### config.mk
export PLATFORM = sky130hd
export DESIGN_NAME = dist_calc_nd
export DESIGN_NICKNAME = d
export VERILOG_FILES = /design/src/rtl/dist_calc_nd.sv
export SDC_FILE = /design/constraint.sdc
export NUM_CORES = 2
export LEC_CHECK = 0
export ABC_AREA = 1
export CAP_MARGIN = 25
export CELL_PAD_IN_SITES_DETAIL_PLACEMENT = 1
export CELL_PAD_IN_SITES_GLOBAL_PLACEMENT = 2
export CORE_ASPECT_RATIO = 1.4
export CORE_MARGIN = 2
export CORE_UTILIZATION = 43
export DETAILED_ROUTE_END_ITERATION = 6
export DONT_BUFFER_PORTS = 1
export PLACE_DENSITY_LB_ADDON = 0.1
export SLEW_MARGIN = 20
export SYNTH_ARGS = -nofsm -noshare
export SYNTH_HDL_FRONTEND = slang
export SYNTH_SLANG_ARGS = --single-unit
### constraint.sdc
create_clock -name CLK -period 49.9 [get_ports CLK]
set_clock_uncertainty 0.05 [all_clocks]
set_input_delay 14.97 -clock CLK [delete_from_list [all_inputs] [get_ports CLK]]
set_output_delay 14.97 -clock CLK [all_outputs]
set_load 0.005 [all_outputs]
### src/rtl/dist_calc_nd.sv
`timescale 1ns/1ps
`default_nettype none
// ============================================================================
// Module      : dist_calc_nd
// Description : DIM-dimensional squared-L2 / L1 distance with threshold hit,
//               one dimension per cycle, valid/ready on both sides.
// Revision    : 1.0 - initial release
// ============================================================================
module dist_calc_nd #(
   parameter  int W     = 32,
   parameter  int DIM   = 3,
   localparam int ACC_W = 2*W + $clog2(DIM)
) (
   input  logic             CLK,
   input  logic             RST,
   input  logic             in_valid,
   output logic             in_ready,
   input  logic [DIM*W-1:0] a_flat,
   input  logic [DIM*W-1:0] b_flat,
   input  logic [ACC_W-1:0] thresh,
   input  logic             mode,
   output logic [ACC_W-1:0] res,
   output logic             hit,
   output logic             out_valid,
   input  logic             out_ready
);

   localparam int IDX_W = (DIM > 1) ? $clog2(DIM) : 1;
   localparam logic [IDX_W-1:0] c_last = IDX_W'(DIM - 1);

   typedef enum logic [1:0] {
      S_IDLE  = 2'd0,
      S_ACCUM = 2'd1,
      S_DONE  = 2'd2
   } state_t;

   state_t           r_state;
   logic             r_in_ready;
   logic             r_out_valid;
   logic [ACC_W-1:0] r_res;
   logic             r_hit;
   logic [ACC_W-1:0] r_acc;
   logic [IDX_W-1:0] r_idx;
   logic [ACC_W-1:0] r_thresh;
   logic             r_mode;
   logic [W-1:0]     r_a [DIM];
   logic [W-1:0]     r_b [DIM];

   logic [W-1:0]     w_a;
   logic [W-1:0]     w_b;
   logic [W:0]       w_diff;
   logic [W:0]       w_abs;
   logic [2*W-1:0]   w_mag;
   logic [2*W-1:0]   w_term;
   logic [ACC_W-1:0] w_sum;

   // Sign-extend both coordinates by one bit so the difference never wraps.
   assign w_a    = r_a[r_idx];
   assign w_b    = r_b[r_idx];
   assign w_diff = {w_a[W-1], w_a} - {w_b[W-1], w_b};
   assign w_abs  = w_diff[W] ? (~w_diff + 1'b1) : w_diff;
   assign w_mag  = (2*W)'(w_abs);
   assign w_term = r_mode ? w_mag : (w_mag * w_mag);
   assign w_sum  = r_acc + ACC_W'(w_term);

   always_ff @(posedge CLK or posedge RST) begin
      if (RST) begin
         r_state     <= S_IDLE;
         r_in_ready  <= 1'b1;
         r_out_valid <= 1'b0;
         r_res       <= '0;
         r_hit       <= 1'b0;
         r_acc       <= '0;
         r_idx       <= '0;
         r_thresh    <= '0;
         r_mode      <= 1'b0;
         for (int k = 0; k < DIM; k++) begin
            r_a[k] <= '0;
            r_b[k] <= '0;
         end
      end else begin
         case (r_state)
            S_IDLE: begin
               if (in_valid && r_in_ready) begin
                  for (int k = 0; k < DIM; k++) begin
                     r_a[k] <= a_flat[k*W +: W];
                     r_b[k] <= b_flat[k*W +: W];
                  end
                  r_thresh   <= thresh;
                  r_mode     <= mode;
                  r_acc      <= '0;
                  r_idx      <= '0;
                  r_in_ready <= 1'b0;
                  r_state    <= S_ACCUM;
               end
            end
            S_ACCUM: begin
               r_acc <= w_sum;
               if (r_idx == c_last) begin
                  r_idx       <= '0;
                  r_res       <= w_sum;
                  r_hit       <= (w_sum <= r_thresh);
                  r_out_valid <= 1'b1;
                  r_state     <= S_DONE;
               end else begin
                  r_idx <= r_idx + 1'b1;
               end
            end
            S_DONE: begin
               if (out_ready) begin
                  r_out_valid <= 1'b0;
                  r_in_ready  <= 1'b1;
                  r_state     <= S_IDLE;
               end
            end
            default: begin
               r_state <= S_IDLE;
            end
         endcase
      end
   end

   assign in_ready  = r_in_ready;
   assign out_valid = r_out_valid;
   assign res       = r_res;
   assign hit       = r_hit;

endmodule
`default_nettype wire

After elaboration in Yosys (flattened, before gate mapping)
Cells that the tools add are included.

Flip-flop bits (word level): 398. Output and inout bits: 69.

$add $sub $neg: 4. Multipliers: 1. $lt $le $gt $ge: 2. Eq/ne operators: 6. Muxes and demuxes: 23. Bitwise gates (word level): 2. Reduce and logical (&&, ||, !) cells: 11.

Operator list (count): one-hot mux 66 bit (2 select lines) (1); binary-select mux 32 bit (select 2 bit) (2); two-way mux 32 bit (4); adder 66 x 64 -> 66 bit (1); <= comparator 66 bit (1); two-way mux 66 bit (1); multiplier 33 x 33 -> 64 bit (1); two-way mux 64 bit (1); adder 33 x 1 -> 33 bit (second input constant) (1); two-way mux 33 bit (1); NOT 33 bit (1); subtractor 32 x 32 -> 33 bit (1); two-way mux 2 bit (5); AND reduction 3 bit (3); inequality test 2 bit (second input constant) (3); one-hot mux 2 bit (3 select lines) (1); AND reduction 2 bit (3); nonzero test 2 bit (3); equality test 2 bit (second input constant) (2); two-way mux 1 bit (4); one-hot mux 1 bit (2 select lines) (2); one-hot mux 2 bit (2 select lines) (1); greater-or-equal comparator 3 bit (second input constant) (1); NOT 2 -> 3 bit (1); 4 further kinds (4).

Logic depth before layout (Yosys ltp)
Depth after elaboration: 12. Mapped depth: 82.

Worst setup path before layout
Ideal clock, no wire load.

Path kind: input -> register. Start: input port in_valid. End: register r_b[11] in the netlist's numbering. Arrival: 16346 ps. Data required time: 49784 ps. Slack: 33438 ps. Cell stages on the path: 7. Path buffers: 3. Cell sequence: nand2_1 > nor3_1 > clkbuf_1 > buf_1 > clkbuf_1 > nand2_1 > nand2_1.

Longest elaborated chain between the ends: 2.

RTL lines: start, declared (line 16) `input logic in_valid,`; logical AND 1 bit (line 84) `if (in_valid && r_in_ready) begin`; AND reduction 2 bit (no source line); end signal, assigned by index (line 87) `r_b[k] <= b_flat[k*W +: W];`; end, declared (line 47) `logic [W-1:0] r_b [DIM];`.

Every way passes these cells. A chain may end at the register's enable or synchronous reset.

==> flow_metrics.env <==
export IMPL_arrival_ns=18.09
export IMPL_worstPathMaxFanout=143
export IMPL_post_dp_cell_area_sq_um=58100
export IMPL_htree_num_levels=2
export IMPL_max_freq_mhz=57.5
export IMPL_area_delta_synth_final_pct=6.11
export IMPL_post_route_min_period_ns=17.38
export IMPL_finalCritPeriodShare=0.348
export IMPL_post_cts_setup_buffer_count=0
export IMPL_yosys_warnings=0
export IMPL_layout_commonest_cell="inv_1"
export IMPL_ys_flop_type="dfrtp_1"
export IMPL_ant_nets=0
export IMPL_crit_slowest_cell="buf_4"
export IMPL_status="finished clean"
export IMPL_clk_pin_slew_ns=0.07
export IMPL_synth_edff_count=0
export IMPL_cts_root_buf="clkbuf_16"
export IMPL_cts_buffer_depth=3
export IMPL_rrSetupSlack_ns=32.84
export IMPL_clk_latency_ns=0.58
export IMPL_cap_viol_max_count=0
export IMPL_gp_congestion=0.963
export IMPL_critPathCapture="r_a[67]"
export IMPL_critPathKind="in2async"
export IMPL_avgSynthCellArea_sq_um=7.88
export IMPL_slew_headroom=0.164
export IMPL_synth_top_area_frac=0.308
export IMPL_cts_resized_gates=0
export IMPL_cp_top_family="buffers and inverters"
export IMPL_routed_wl_met3_mm=11.0
export IMPL_grt_usage=0.328
export IMPL_synth_cells=7101
export IMPL_slowest_delay_ns=0.80
export IMPL_cp_start_kind="input port"
export IMPL_grt_max_degree=276
export IMPL_slew_viol_final=0
export IMPL_final_cell_mix="inv_1 (1,706), nand2_1 (1,540), fa_1 (861)"
export IMPL_initial_core_util=0.433
export IMPL_synth_async_sr_flop_share=1.00
export IMPL_io_pins=332
export IMPL_hold_class="reg2reg"
export IMPL_hold_buffers=0
export IMPL_yosys_top_cells_area="fa_1 (31%), dfrtp_1 (18%), inv_1 (11%)"
export IMPL_cp_required_ns=50.61
export IMPL_routedWlPerCell_um=24.2
export IMPL_grt_pass1_vias=52900
export IMPL_route_vias_total=46500
export IMPL_place_hpwl_mm=175
export IMPL_critical_path_depth=5
export IMPL_syn_cell_area_sq_um=56000
export IMPL_drtPass1Iterations=5
export IMPL_cts_sinks=398
export IMPL_met1Wirelength_mm=78.3
export IMPL_top_layer="met5"
export IMPL_grt_setup_unrepaired="no"
export IMPL_die_h_um=431
export IMPL_fin_tns_setup_ns=0
export IMPL_dr_wl_met2_mm=110
export IMPL_coreArea_sq_um=129000
export IMPL_fin_nets=8590
export IMPL_drc=0
export IMPL_ys_ff_latch=398
export IMPL_cts_tree="done"
export IMPL_path_cells="inv_8, buf_12, buf_4, buf_4, buf_12"
export IMPL_drive_gt1_frac=0.0374
export IMPL_final_area_sq_um=59400
export IMPL_setup_viol=0
export IMPL_antenna_found_initial=14
export IMPL_synth_top_area_cell="fa_1"
export IMPL_grt_overflow_total=0
export IMPL_portBuffers=0
export IMPL_endpoint_kind="asynchronous set/reset pin"
export IMPL_die_w_um=309
export IMPL_rows=156
export IMPL_via_per_inst=5.28
export IMPL_crit_start="RST"
export IMPL_ff2ff_path_depth=69
export IMPL_drt_wl_total_mm=213
export IMPL_drt_initial_drc_count=2242
export IMPL_dieArea_sq_um=133000
export IMPL_grt_pass1_wl_mm=324
export IMPL_synth_seq_area_share=0.178
export IMPL_cts_buffers=37
export IMPL_rr_endpoint="hit"
export IMPL_synthDistinctLibCells=62
export IMPL_max_slew_worst_pin_slew_ns=1.25
export IMPL_finalHoldViolations=0
export IMPL_r2r_start="r_idx[1]"
export IMPL_crit_buf_inv=5
cells by family after synthesis:
family | synth area share
flops | 0.178
simple gates | 0.177
xor+xnor | 0.0182
other cells | 0.000134
compound gates | 0.0912
buf+inv | 0.133
fa+ha+maj | 0.403
state kept, by name (all words and copies together) (netlist names):
name,flops
r_idx,2
res,66
r_thresh,66
hit,1
r_mode,1
r_b,96
r_state,2
out_valid,1
r_acc,66
in_ready,1
r_a,96
through the flow:
stage               utilization  setup slack [ns]  hold WS (ns)  cells
floorplan                     -             23.81         0.392   7123
global placement          0.450             31.58         0.405   8738
global route              0.460             31.91         0.445   8811
finish                    0.460             32.52         0.425   8814
detailed placement        0.450             31.55         0.409   8739
CTS                       0.459             32.17         0.426   8804
layout make-up:
cell class / count / area [sq um]
clock inverter: 15 / 189
tap: 1738 / 2170
multi-input combinational: 4777 / 38800
antenna: 9 / 22.5
sequential: 398 / 9960
clock buffer: 50 / 1060
inverter: 1749 / 6580
fill: 15900 / 69800
timing repair buffer: 78 / 643
worst register-to-register path: cells and delay by family, from the launching register on:
| kind | cells | cell delay (ns) |
|---|---|---|
| AO/OA/AOI/OAI | 8 | 2.17 |
| flip-flops | 1 | 0.43 |
| XOR/XNOR | 1 | 0.53 |
| AND/OR/NAND/NOR | 32 | 5.44 |
| buffers and inverters | 15 | 2.73 |
| adder cells (fa/ha/maj) | 13 | 5.66 |
routing by layer:
layer / global-route usage / vias up
met5: 0 / -
met4: 0.179 / 8
met3: 0.0505 / 468
met2: 0.596 / 1182
met1: 0.364 / 23600
li1: - / 21200
cell usage after synthesis (all sizes together), types with 40 or more instances:
| library cell | instances |
|---|---|
| fa | 861 |
| dfrtp | 397 |
| clkbuf | 123 |
| nand2 | 1565 |
| xnor2 | 42 |
| nor2 | 678 |
| a22o | 45 |
| inv | 1746 |
| xor2 | 70 |
| o21ai | 371 |
| buf | 76 |
| a21oi | 272 |
| nand4 | 40 |
| nand3 | 123 |
| ha | 425 |
worst min path at each step:
stage	from	end	slack (ns)	cells after the start
floorplan	r_a[0]	r_a[0]	0.39	2
global placement	r_b[17]	r_b[17]	0.41	2
detailed placement	r_a[37]	r_a[37]	0.41	2
CTS	r_a[37]	r_a[37]	0.43	2
global route	r_b[36]	r_b[36]	0.45	2
finish	r_a[59]	r_a[59]	0.42	2
Power is left out: the tool's default activity adds up to more than one toggle a clock period on the data nets, which glitch-free logic cannot reach.
